==> src/rtl/cpu_oci_dct_packer.sv <==
// rtl/cpu_oci_dct_packer.sv - OCI data-capture-trace item packer with frame FIFO (optional DCT_OVERFLOW_MARK_EN)
module cpu_oci_dct_packer #(
    parameter int ITEM_W     = 10,
    parameter int SLOTS      = 3,
    parameter int FIFO_DEPTH = 4,
    localparam int FRAME_W   = SLOTS * ITEM_W,
    localparam int CNT_W     = $clog2(SLOTS + 1)
) (
    input  logic               clk,
    input  logic               reset_n,
    input  logic               in_valid,
    input  logic [ITEM_W-1:0]  in_item,
    input  logic               flush,
    input  logic               test_ending,
    output logic               out_valid,
    input  logic               out_ready,
    output logic [FRAME_W-1:0] out_frame,
    output logic [CNT_W-1:0]   out_count,
    output logic               out_lost,
    output logic [15:0]        overflow_cnt,
    output logic               test_has_ended
);

    localparam int AW = $clog2(FIFO_DEPTH);
    localparam int PW = AW + 1;

    typedef enum logic [1:0] {
        ST_RUN   = 2'd0,
        ST_DRAIN = 2'd1,
        ST_DONE  = 2'd2
    } state_t;

    state_t state_q;
    state_t state_d;
    logic   run_mode;
    logic   te_q;
    logic   te_rise;

    logic [FRAME_W-1:0] asm_data;
    logic [CNT_W-1:0]   asm_cnt;
    logic [FRAME_W-1:0] frame_next;
    logic [CNT_W-1:0]   count_next;
    logic               acc_item;
    logic               do_flush;
    logic               push_req;
    logic               push_ok;
    logic               pop;

    logic [FRAME_W-1:0] mem     [FIFO_DEPTH];
    logic [CNT_W-1:0]   cnt_mem [FIFO_DEPTH];
    logic [PW-1:0]      wr_ptr;
    logic [PW-1:0]      rd_ptr;
    logic [PW-1:0]      level;
    logic [PW-1:0]      level_next;
    logic               fifo_empty;
    logic               fifo_full;

    // ---------------- end-of-test state machine ----------------
    always_ff @(posedge clk) begin
        if (!reset_n) begin
            state_q <= ST_RUN;
            te_q    <= 1'b0;
        end else begin
            state_q <= state_d;
            te_q    <= test_ending;
        end
    end

    assign te_rise = test_ending && !te_q;

    always_comb begin
        state_d = state_q;
        case (state_q)
            ST_RUN:   if (te_rise) state_d = ST_DRAIN;
            ST_DRAIN: if (level_next == '0) state_d = ST_DONE;
            ST_DONE:  state_d = ST_DONE;
            default:  state_d = ST_RUN;
        endcase
    end

    always_comb begin
        run_mode       = (state_q == ST_RUN);
        test_has_ended = (state_q == ST_DONE);
    end

    // ---------------- frame assembly ----------------
    assign acc_item   = run_mode && in_valid;
    assign do_flush   = run_mode && (flush || te_rise);
    assign count_next = asm_cnt + CNT_W'(acc_item);
    assign push_req   = (acc_item && (asm_cnt == CNT_W'(SLOTS - 1)))
                     || (do_flush && (count_next != '0));

    // Unused slots stay zero because the assembly register is cleared on every push.
    always_comb begin
        frame_next = asm_data;
        if (acc_item) begin
            for (int k = 0; k < SLOTS; k++) begin
                if (asm_cnt == CNT_W'(k)) begin
                    frame_next[k*ITEM_W +: ITEM_W] = in_item;
                end
            end
        end
    end

    always_ff @(posedge clk) begin
        if (!reset_n) begin
            asm_data <= '0;
            asm_cnt  <= '0;
        end else if (push_req) begin
            asm_data <= '0;
            asm_cnt  <= '0;
        end else if (acc_item) begin
            asm_data <= frame_next;
            asm_cnt  <= count_next;
        end
    end

    // ---------------- show-ahead frame FIFO ----------------
    assign level      = wr_ptr - rd_ptr;
    assign fifo_empty = (wr_ptr == rd_ptr);
    assign fifo_full  = (wr_ptr[AW-1:0] == rd_ptr[AW-1:0]) && (wr_ptr[AW] != rd_ptr[AW]);
    assign pop        = out_valid && out_ready;
    assign push_ok    = push_req && (!fifo_full || pop);
    assign level_next = level + PW'(push_ok) - PW'(pop);

    always_ff @(posedge clk) begin
        if (!reset_n) begin
            wr_ptr <= '0;
            rd_ptr <= '0;
        end else begin
            if (push_ok) wr_ptr <= wr_ptr + PW'(1);
            if (pop)     rd_ptr <= rd_ptr + PW'(1);
        end
    end

    always_ff @(posedge clk) begin
        if (push_ok) begin
            mem[wr_ptr[AW-1:0]]     <= frame_next;
            cnt_mem[wr_ptr[AW-1:0]] <= count_next;
        end
    end

    always_ff @(posedge clk) begin
        if (!reset_n) begin
            overflow_cnt <= '0;
        end else if (push_req && !push_ok && (overflow_cnt != 16'hFFFF)) begin
            overflow_cnt <= overflow_cnt + 16'd1;
        end
    end

    assign out_valid = !fifo_empty;
    assign out_frame = out_valid ? mem[rd_ptr[AW-1:0]] : '0;
    assign out_count = out_valid ? cnt_mem[rd_ptr[AW-1:0]] : '0;

`ifdef DCT_OVERFLOW_MARK_EN
    // A drop arms the mark; the next frame that actually enters the FIFO carries it.
    logic lost_pending;
    logic lost_mem [FIFO_DEPTH];

    always_ff @(posedge clk) begin
        if (!reset_n) begin
            lost_pending <= 1'b0;
        end else if (push_req && !push_ok) begin
            lost_pending <= 1'b1;
        end else if (push_ok) begin
            lost_pending <= 1'b0;
        end
    end

    always_ff @(posedge clk) begin
        if (push_ok) lost_mem[wr_ptr[AW-1:0]] <= lost_pending;
    end

    assign out_lost = out_valid && lost_mem[rd_ptr[AW-1:0]];
`else
    assign out_lost = 1'b0;
`endif

endmodule

==> config.mk <==
export PLATFORM = sky130hd
export DESIGN_NAME = cpu_oci_dct_packer
export DESIGN_NICKNAME = d
export VERILOG_FILES = /design/src/rtl/cpu_oci_dct_packer.sv
export SDC_FILE = /design/constraint.sdc
export NUM_CORES = 1
export LEC_CHECK = 0
export BUFFER_PORTS_ARGS = -buffer_cell sky130_fd_sc_hd__buf_2
export CAP_MARGIN = 5
export CORE_UTILIZATION = 59
export DETAILED_ROUTE_END_ITERATION = 12
export GPL_TIMING_DRIVEN = 0
export PLACE_DENSITY = 0.79
export SLEW_MARGIN = 10
export SYNTH_ARGS = -nofsm -noshare
export SYNTH_HDL_FRONTEND = slang
export SYNTH_SLANG_ARGS = --single-unit
==> constraint.sdc <==
create_clock -name clk -period 4.5 [get_ports clk]
set_input_delay 0 -clock clk [delete_from_list [all_inputs] [get_ports clk]]
set_output_delay 0 -clock clk [all_outputs]
set_load 0.01 [all_outputs]
# ---- Word-level counts from Yosys, hierarchy flattened
# Memories as Yosys holds them, arrays and structs flattened. A register that Yosys moved wholly into a read port is not among the register bits.
# Index checks and enable logic that the tools add are counted.
dict set report totals {
  inputBits 16
  latch_bits 0
  reg_bits 57
  mem_bits_ro 0
  mem_count 2
  mem_bits_rw 128
}
# name depth width read_ports rd_ports_with_merged_regs wr line
set memory_table {}
lappend memory_table {mem 4 30 1 1 1 49} ;# logic [FRAME_W-1:0] mem [FIFO_DEPTH];
lappend memory_table {cnt_mem 4 2 1 1 1 50} ;# logic [CNT_W-1:0] cnt_mem [FIFO_DEPTH];
dict set report op_classes {
  div 0
  mul 0
  n_shift 0
  reduce_logical 23
  eq_ne 10
  addsub 7
  mux 15
  n_lt_le_gt_ge 0
  n_bitwise 1
}
# cell n
set ops {}
lappend ops {{two-way mux 30 bit} 2}
lappend ops {{two-way mux 10 bit} 3}
lappend ops {{adder 16 x 1 -> 16 bit (second input constant)} 1}
lappend ops {{!= test 16 bit (second input constant)} 1}
lappend ops {{two-way mux 2 bit} 7}
lappend ops {{logical AND 1 bit} 10}
lappend ops {{adder 3 x 1 -> 3 bit (second input constant)} 2}
lappend ops {{case mux 2 bit (3 select lines)} 1}
lappend ops {{equality test 2 x 1 -> 1 bit (second input constant)} 2}
lappend ops {{equality test 2 bit (second input constant)} 2}
lappend ops {{logical NOT 1 bit} 4}
lappend ops {{logical NOT 2 bit} 2}
lappend ops {{adder 3 x 1 -> 3 bit} 1}
lappend ops {{equality test 3 bit} 1}
lappend ops {{logical NOT 3 bit} 1}
lappend ops {{logical OR 1 bit} 3}
lappend ops {{subtractor 3 x 1 -> 3 bit} 1}
lappend ops {{subtractor 3 bit} 1}
lappend ops {{adder 2 x 1 -> 2 bit} 1}
lappend ops {{equality test 2 bit} 1}
lappend ops {{two-way mux 1 bit} 2}
lappend ops {{!= test 2 x 1 -> 1 bit (second input constant)} 1}
lappend ops {{!= test 2 bit (second input constant)} 1}
lappend ops {{AND reduction 2 bit} 1}
lappend ops {{4 further kinds} 4}

# ---- Logic depth before layout (Yosys ltp)
# Gate-level depths: netlist (run 1).
dict set report logic_depth {
  depth_word 12
  ltp_mapped 14
  mapped_depth_nobuf 14
}

# ---- Least setup slack after synthesis (run 1)
# Ideal clock, no wire load.
dict set report synth_path {
  kind {reg-to-reg}
  from {reg wr_ptr[0]}
  to {reg state_q[1]}
  t_required_ns 4.376
  stages_incl_launch_ff 15
  setup_ns 0.124
  n_path_buf 1
  synth_period_minus_slack_ns 3.146
  t_arrival_ns 3.022
  setup_slack_ns 1.354
  cell_sequence {dfxtp_1 xnor2_1 and4b_1 clkbuf_1 nor3_2 fa_1 inv_1 fa_1 inv_1 ha_1 xnor2_1 xnor2_1 o31ai_1 o21ai_0 mux2i_1}
}
dict set report synth_via {
  elab_chain_cells 10
}
# item line
set synth_rtl {}
lappend synth_rtl {{start, declared} 51} ;# logic [PW-1:0] wr_ptr;
lappend synth_rtl {{start signal, assigned} 131} ;# if (push_ok) wr_ptr <= wr_ptr + PW'(1);
lappend synth_rtl {{equality test 3 bit or equality test 2 bit (tied branches)} {120, 121}}
lappend synth_rtl {{logical NOT 1 bit or logical AND 1 bit (tied branches)} {151, 121}}
lappend synth_rtl {{logical AND 1 bit or logical NOT 1 bit (tied branches)} {122, 123}}
lappend synth_rtl {{logical OR 1 bit (*)} 123} ;# assign push_ok = push_req && (!fifo_full || pop);
lappend synth_rtl {{logical AND 1 bit (*)} 123}
lappend synth_rtl {{named net push_ok} 46} ;# logic push_ok;
lappend synth_rtl {{adder 3 x 1 -> 3 bit (*)} 124} ;# assign level_next = level + PW'(push_ok) - PW'(pop);
lappend synth_rtl {{subtractor 3 x 1 -> 3 bit (*)} 124}
lappend synth_rtl {{logical NOT 3 bit (*)} 75} ;# ST_DRAIN: if (level_next == '0) state_d = ST_DONE;
lappend synth_rtl {{!= test 2 bit (no source line) (*)} --}
lappend synth_rtl {{AND reduction 2 bit (no source line) (*)} --}
lappend synth_rtl {{end signal, assigned} 64} ;# state_q <= state_d;
lappend synth_rtl {{end, declared} 33} ;# state_t state_q;
# Mark *: on every way through the listed nets, which the timed path passes. The rest lies on a longest branch.
# A chain may end at the register's enable or synchronous reset.

# ---- Worst setup path after layout (run 1)
# Ends and elaborated chain as after synthesis.

==> summary.md, run 1 <==
| Metric | Value |
|---|---|
| Netlist cell types | `40` |
| # diodes | `0` |
| Setup crit end kind | `flip-flop` |
| Critical path type | `flip-flop to flip-flop` |
| Synth area leader | `edfxtp_1` |
| Max transition margin | `40.0%` |
| Hold Path Class | `primary input to flip-flop` |
| Skew final | `0.00664 ns` |
| Setup violations, final | `0` |
| Fin nets | `612` |
| CP arrival | `3.91 ns` |
| Syn avg cell area | `15.6 µm²` |
| Clock Tree Buf Depth | `2` |
| Row count | `41` |
| Status | `complete, no violations` |
| Syn nets | `520` |
| TritonCTS buffer count | `17` |
| Clock-pin slew on the worst setup and hold paths | `0.06 ns` |
| Power consumption | `5.28 mW` |
| DR DRC count | `0` |
| Startpoint types | `flip-flop` |
| Share of cells above drive strength 1 | `29.1%` |
| Final wirelength | `14900 µm` |
| Largest net degree at the start of global routing | `28` |
| Critical Path RT | `4.80 ns` |
| DPL Wire Length | `9880 µm` |
| Die X | `116 µm` |
| Initial antenna violation count | `0` |
| Post-synth top area share | `50.4%` |
| Hold path startpoint | `in_item[1]` |
| FF-to-FF path depth | `14` |
| Reg2reg end | `state_q[1]` |
| Final cycle utilization of the critical path | `80.1%` |
| Synth-to-Final Area Change | `16.0%` |
| First-pass detailed-route iteration total | `5` |
| CTS tree | `done` |
| Final Slew Violations | `0` |
| Seq cells post-synth | `187` |
| RSZ-0062 raised after global routing | `false` |
| Fraction of registers with async set/reset | `0%` |
| Crit path time final | `3.61 ns` |
| Worst Path Max Fanout | `8` |
| YS warnings | `0` |
| Boundary Pins | `67` |
| Placed insts | `731` |
| Setup TNS | `0 ns` |
| LEAKAGE | `3.34 nW` |
| Port bufs | `65` |
| Final hold vios | `0` |
| Starting density of the core | `60.4%` |
| Finished Layout Cells | `767` |
| Gate Count Post-Synth | `490` |
| Core box area | `12600 µm²` |
| WHS Path Cells | `2` |
| Worst-Margin Slew | `0.896 ns` |
| Top_reg_cell synth | `edfxtp_1` |
| Die Y-Extent | `116 µm` |
| Commonest cells in the synthesized netlist | `edfxtp_1 (128), dfxtp_1 (59), and2_1 (38), and3_1 (34), mux4_2 (32)` |
| Power per standard cell area | `598 nW/µm²` |
| Vias | `4424` |
| Drt wl/cell | `19.4 µm` |
| Filler cells | `856` |
| EDFF count, synth | `128` |
| CTS H-tree depth | `4` |
| First-pass GRT wire length | `23700 µm` |
| Clock tree sinks | `187` |
| GRT Overall Usage | `24.6%` |
| Clock root buffer | `clkbuf_16` |
| Origin of the critical flop-to-flop path | `wr_ptr[0]` |
| GR Overflow Total | `0` |
| Max Clk Rate | `0.277 GHz` |
| Sequential-to-total area share from yosys stat | `65.9%` |
| R2R Setup Slk | `0.89 ns` |
| Final ANT Viol Nets | `0` |
| Area contributors post-synth | `edfxtp_1 (50%), dfxtp_1 (15%), mux4_2 (9.5%)` |
| Synthesized cell area | `7620 µm²` |
| Vias/cell | `5.77` |
| Die Area | `13400 µm²` |
| Vias in the first global route | `4452` |
| Max-Cap Viols | `0` |
| DRT iter0 DRCs | `381` |
| Most frequent cell after synthesis | `edfxtp_1` |
| # resized after CTS | `0` |
| Maximum VDD drop | `0.276 mV` |
| Worst Hold End | `mem[1][11]` |
| Fin util | `70.1%` |
| Clk_lat worst skew | `0.43 ns` |
| Final Wtd Congestion | `0.842` |
| Fin Hold WS | `0.0177 ns` |
==> registers in the layout, summed over array words and instances, names as in the netlist, named ones only <==
signal and flops:
asm_cnt 2, asm_data 30, cnt_mem 8, mem 120
overflow_cnt 16, rd_ptr 3, state_q 2, te_q 1
wr_ptr 3
==> how the worst max path moves through the flow <==
stage	from	end	slack [ns]
after floorplan	wr_ptr[0]	state_q[1]	1.35
after global placement	wr_ptr[0]	state_q[1]	1.01
after detailed placement	wr_ptr[0]	state_q[1]	0.88
after CTS	wr_ptr[0]	state_q[1]	0.86
after global routing	wr_ptr[0]	state_q[1]	0.68
final	wr_ptr[0]	state_q[1]	0.89
==> worst max-delay path: stages, from the launching register on <==
cell,delay (ns)
dfxtp_1,0.46
xnor2_1,0.12
and4b_1,0.19
clkbuf_1,0.14
nor3_2,0.54
fa_1,0.29
inv_1,0.05
fa_1,0.47
inv_1,0.04
ha_1,0.19
xnor2_1,0.19
xnor2_1,0.09
o31ai_1,0.34
o21ai_0,0.20
mux2i_1,0.16
==> final cells by class <==
class,instances,area [µm²],area share (%)
clock inverters,6,62.6,0.707
plain buffers,26,111,1.26
inverters,11,41.3,0.467
clock buffers,26,490,5.55
multi-input cells,266,2450,27.7
well taps,172,215,2.43
repair buffers,73,445,5.04
flip-flops and latches,187,5020,56.8
==> metal layers <==
| metal | vias up | track usage [%] | part of all wire, % |
|---|---|---|---|
| li1 | 2063 | - | - |
| met1 | 2194 | 31.8 | 42 |
| met2 | 149 | 40.8 | 50 |
| met3 | 18 | 4.81 | 5.6 |
| met4 | 0 | 10.9 | 1.8 |
| met5 | - | 0 | 0 |
==> metrics by stage <==
step | worst slack (ns) | area [µm²]
after floorplan | 1.35 | 7620
after global placement | 1.01 | 8170
after detailed placement | 0.880 | 8250
after CTS | 0.865 | 8840
after global routing | 0.678 | 8840
final | 0.895 | 8840
==> repair_timing <==
action / CTS / global route
hold buffers: 4 / 0
hold endpoints to repair: 5 / 0
buffers inserted: 0 / 0
==> power breakdown <==
part           internal [mW]  switching, mW  leakage, nW
clock network          0.809          0.585        0.268
registers               2.16         0.0790         1.66
logic                  0.747          0.907         1.41
==> cell usage in the layout (no fill, tap or decap), types with 2 or more instances in the layout <==
cell type,synthesis,final
clkinv_2,0,2
o31ai_1,10,10
clkbuf_1,19,26
o21ai_0,6,6
nand4_1,5,5
a21oi_1,15,15
and3_1,34,34
inv_1,11,11
xnor2_1,7,7
mux2_2,30,30
dfxtp_1,59,59
dlygate4sd3_1,0,4
nand4b_1,2,2
mux2i_1,5,5
edfxtp_1,128,128
clkbuf_16,0,18
and2_2,0,4
nor3_2,2,2
buf_12,0,4
buf_4,2,2
nand2_1,15,15
mux4_2,32,32
and2_1,38,34
or3_1,4,4
fa_1,2,2
or4_1,11,11
nor2_1,7,7
nand3_1,12,12
xor2_1,3,3
buf_2,5,70
ha_1,12,12
==> logic make-up (layout without fill, tap and decap cells) <==
group	Yosys count	in the layout	synth area share, %
adders and majority gates	14	14	2.49
and+or+nand+nor	138	138	10.9
muxes	67	67	14.5
buffers and inverters	37	142	2.00
DFF	187	187	65.9
xor gates and xnor gates	10	10	1.15
AOI/OAI and AO/OA	36	36	2.99
other	1	1	0.0492
No activity file was read; power rests on OpenSTA's default activity.
==> run 2: changes to the inputs <==
Clock period 4.5 ns to 3.4 ns, I/O delays scaled along.
==> summary.md, run 2 (synthesized netlist as in run 1, its figures left out) <==
| Metric | Value |
|---|---|
| Status | `complete, no violations` |
| Worst Path Max Fanout | `8 (unchanged)` |
| Finished Layout Cells | `768 (+0.13%)` |
| Initial antenna violation count | `0 (unchanged)` |
| Final hold vios | `0 (unchanged)` |
| Vias in the first global route | `4465 (+0.29%)` |
| CP arrival | `3.55 ns (-0.36 ns)` |
| Boundary Pins | `67 (unchanged)` |
| Crit path time final | `3.24 ns (-0.367 ns)` |
| Power per standard cell area | `797 nW/µm² (+33%)` |
| Die X | `116 µm (unchanged)` |
| Synth-to-Final Area Change | `16.4%` |
| Sw frac | `30.0% (+0.23 points)` |
| Largest net degree at the start of global routing | `28 (unchanged)` |
| Die Y-Extent | `116 µm (unchanged)` |
| Critical Path RT | `3.71 ns (-1.09 ns)` |
| Vias/cell | `5.81 (+0.80%)` |
| Vias | `4465 (+0.93%)` |
| Row count | `41 (unchanged)` |
| Worst-Margin Slew | `0.897 ns (+0.00150 ns)` |
| CTS H-tree depth | `4 (unchanged)` |
| Clock-pin slew on the worst setup and hold paths | `0.06 ns (about the same)` |
| Clock Power Share | `26.2% (-0.2 points)` |
| Max-Cap Viols | `0 (unchanged)` |
| P_sw | `2.12 mW (+35%)` |
| DPL Wire Length | `9880 µm (unchanged)` |
| Clock root buffer | `clkbuf_16` |
| Critical path type | `flip-flop to flip-flop` |
| Clk_lat worst skew | `0.43 ns (about the same)` |
| Final ANT Viol Nets | `0 (unchanged)` |
| Skew final | `0.00771 ns (+0.00107 ns)` |
| First-pass detailed-route iteration total | `5 (unchanged)` |
| Starting density of the core | `60.4% (unchanged)` |
| Share of cells above drive strength 1 | `29.7% (+0.62 points)` |
| # diodes | `0 (unchanged)` |
| Internal | `4.95 mW (+33%)` |
| Final cycle utilization of the critical path | `95.2% (+15 points)` |
| TritonCTS buffer count | `17 (unchanged)` |
| Core box area | `12600 µm² (unchanged)` |
| Max reg flops | `120 (unchanged)` |
| Setup TNS | `0 ns (unchanged)` |
| Maximum VDD drop | `0.407 mV (+47%)` |
| Final Slew Violations | `0 (unchanged)` |
| Setup crit end kind | `flip-flop` |
| Clock tree sinks | `187 (unchanged)` |
| GRT Overall Usage | `24.6% (+0.038 points)` |
| WHS Path Cells | `2 (unchanged)` |
| Sequential share of power | `41.9% (-0.4 points)` |
| Drt wl/cell | `19.6 µm (+0.96%)` |
| Fin util | `70.3% (+0.24 points)` |
| LEAKAGE | `3.35 nW (+0.30%)` |
| First-pass GRT wire length | `23700 µm (about the same)` |
| Fin nets | `613 (+0.16%)` |
| Die Area | `13400 µm² (unchanged)` |
| Clock Tree Buf Depth | `2 (unchanged)` |
| DRT iter0 DRCs | `447 (+17%)` |
| Startpoint types | `flip-flop` |
| FF-to-FF path depth | `14 (unchanged)` |
| Logic gate share of total power | `31.9% (+0.6 points)` |
| Max Clk Rate | `0.309 GHz (+11%)` |
| DR DRC count | `0 (unchanged)` |
| Final Wtd Congestion | `0.842 (unchanged)` |
| Hold Path Class | `primary input to flip-flop` |
| Setup violations, final | `0 (unchanged)` |
| Max transition margin | `39.9% (-0.10 points)` |
| Leading cell type in the layout, fill and taps excluded | `edfxtp_1` |
| CTS tree | `done` |
| Most frequent cells in the layout | `edfxtp_1 (128), buf_2 (70), dfxtp_1 (59)` |
| Port bufs | `65 (unchanged)` |
| Placed insts | `731 (unchanged)` |
| GR Overflow Total | `0 (unchanged)` |
| Final wirelength | `15100 µm (+1.1%)` |
## run 2: cell types whose count changed in the layout (fill, tap and decap cells not counted), sizes merged
cell / delta
buf: +2
clkbuf: -1
## run 2: critical path: stages (launching register included)
cell and delay, ns:
dfxtp_1 0.30, buf_4 0.15, or3_2 0.50, o31ai_2 0.11, nor3_4 0.10, fa_1 0.43, inv_1 0.08, fa_1 0.40
inv_1 0.07, ha_1 0.15, xnor2_1 0.14, xnor2_1 0.11, o31ai_2 0.28, o21ai_1 0.15, mux2i_1 0.15
## run 2: worst paths after layout
kind,slack (ns),startpoint,end
min reg2reg,0.51,wr_ptr[2],wr_ptr[2]
max reg2reg,0.16,asm_cnt[1],state_q[1]
max,0.16,asm_cnt[1],state_q[1]
min,0.02,in_item[6],mem[3][6]
## run 2: final cells by class
class / count / area (µm²)
tap: 172 / 215
inverter: 11 / 41.3
buffer: 25 / 108
timing repair buffer: 75 / 460
fill: 848 / 3750
sequential: 187 / 5020
clock inverter: 6 / 62.6
clock buffer: 26 / 490
multi-input combinational: 266 / 2470
## run 2: timing repair
action | in CTS | in global routing
gates resized for setup | 1 | 3
endpoints found under the setup margin | 2 | 2
pin swaps | 1 | 0
endpoints found under the hold margin | 5 | 0
hold buffers | 4 | 0
buffers inserted | 2 | 0
## run 2: power by group through the flow
| stage | Sequential (mW) | Combinational (mW) | Clock [mW] |
|---|---|---|---|
| floorplan | 2.97 | 1.48 | 0 |
| global placement | 2.99 | 2.09 | 0 |
| detailed placement | 3.01 | 2.20 | 0 |
| CTS | 2.96 | 2.27 | 1.87 |
| global route | 2.98 | 2.48 | 1.96 |
| finish | 2.96 | 2.26 | 1.85 |
## run 2: layer usage
metal | GRT usage, % | vias to the layer above | part of all wire [%]
li1 | - | 2066 | -
met1 | 31.8 | 2224 | 42
met2 | 41.0 | 152 | 50
met3 | 4.81 | 23 | 5.9
met4 | 10.9 | 0 | 2.0
met5 | 0 | - | 0
## run 2: metrics by stage
stage | area (µm²) | setup WS, ns | total power [mW] | hold WS (ns)
floorplan | 7620 | 0.254 | 4.45 | 0.122
global placement | 8170 | -0.0904 | 5.08 | 0.220
detailed placement | 8250 | -0.220 | 5.21 | 0.218
CTS | 8860 | 0.0132 | 7.10 | 0.00833
global route | 8870 | -0.00815 | 7.43 | 0.0147
finish | 8870 | 0.162 | 7.07 | 0.0167
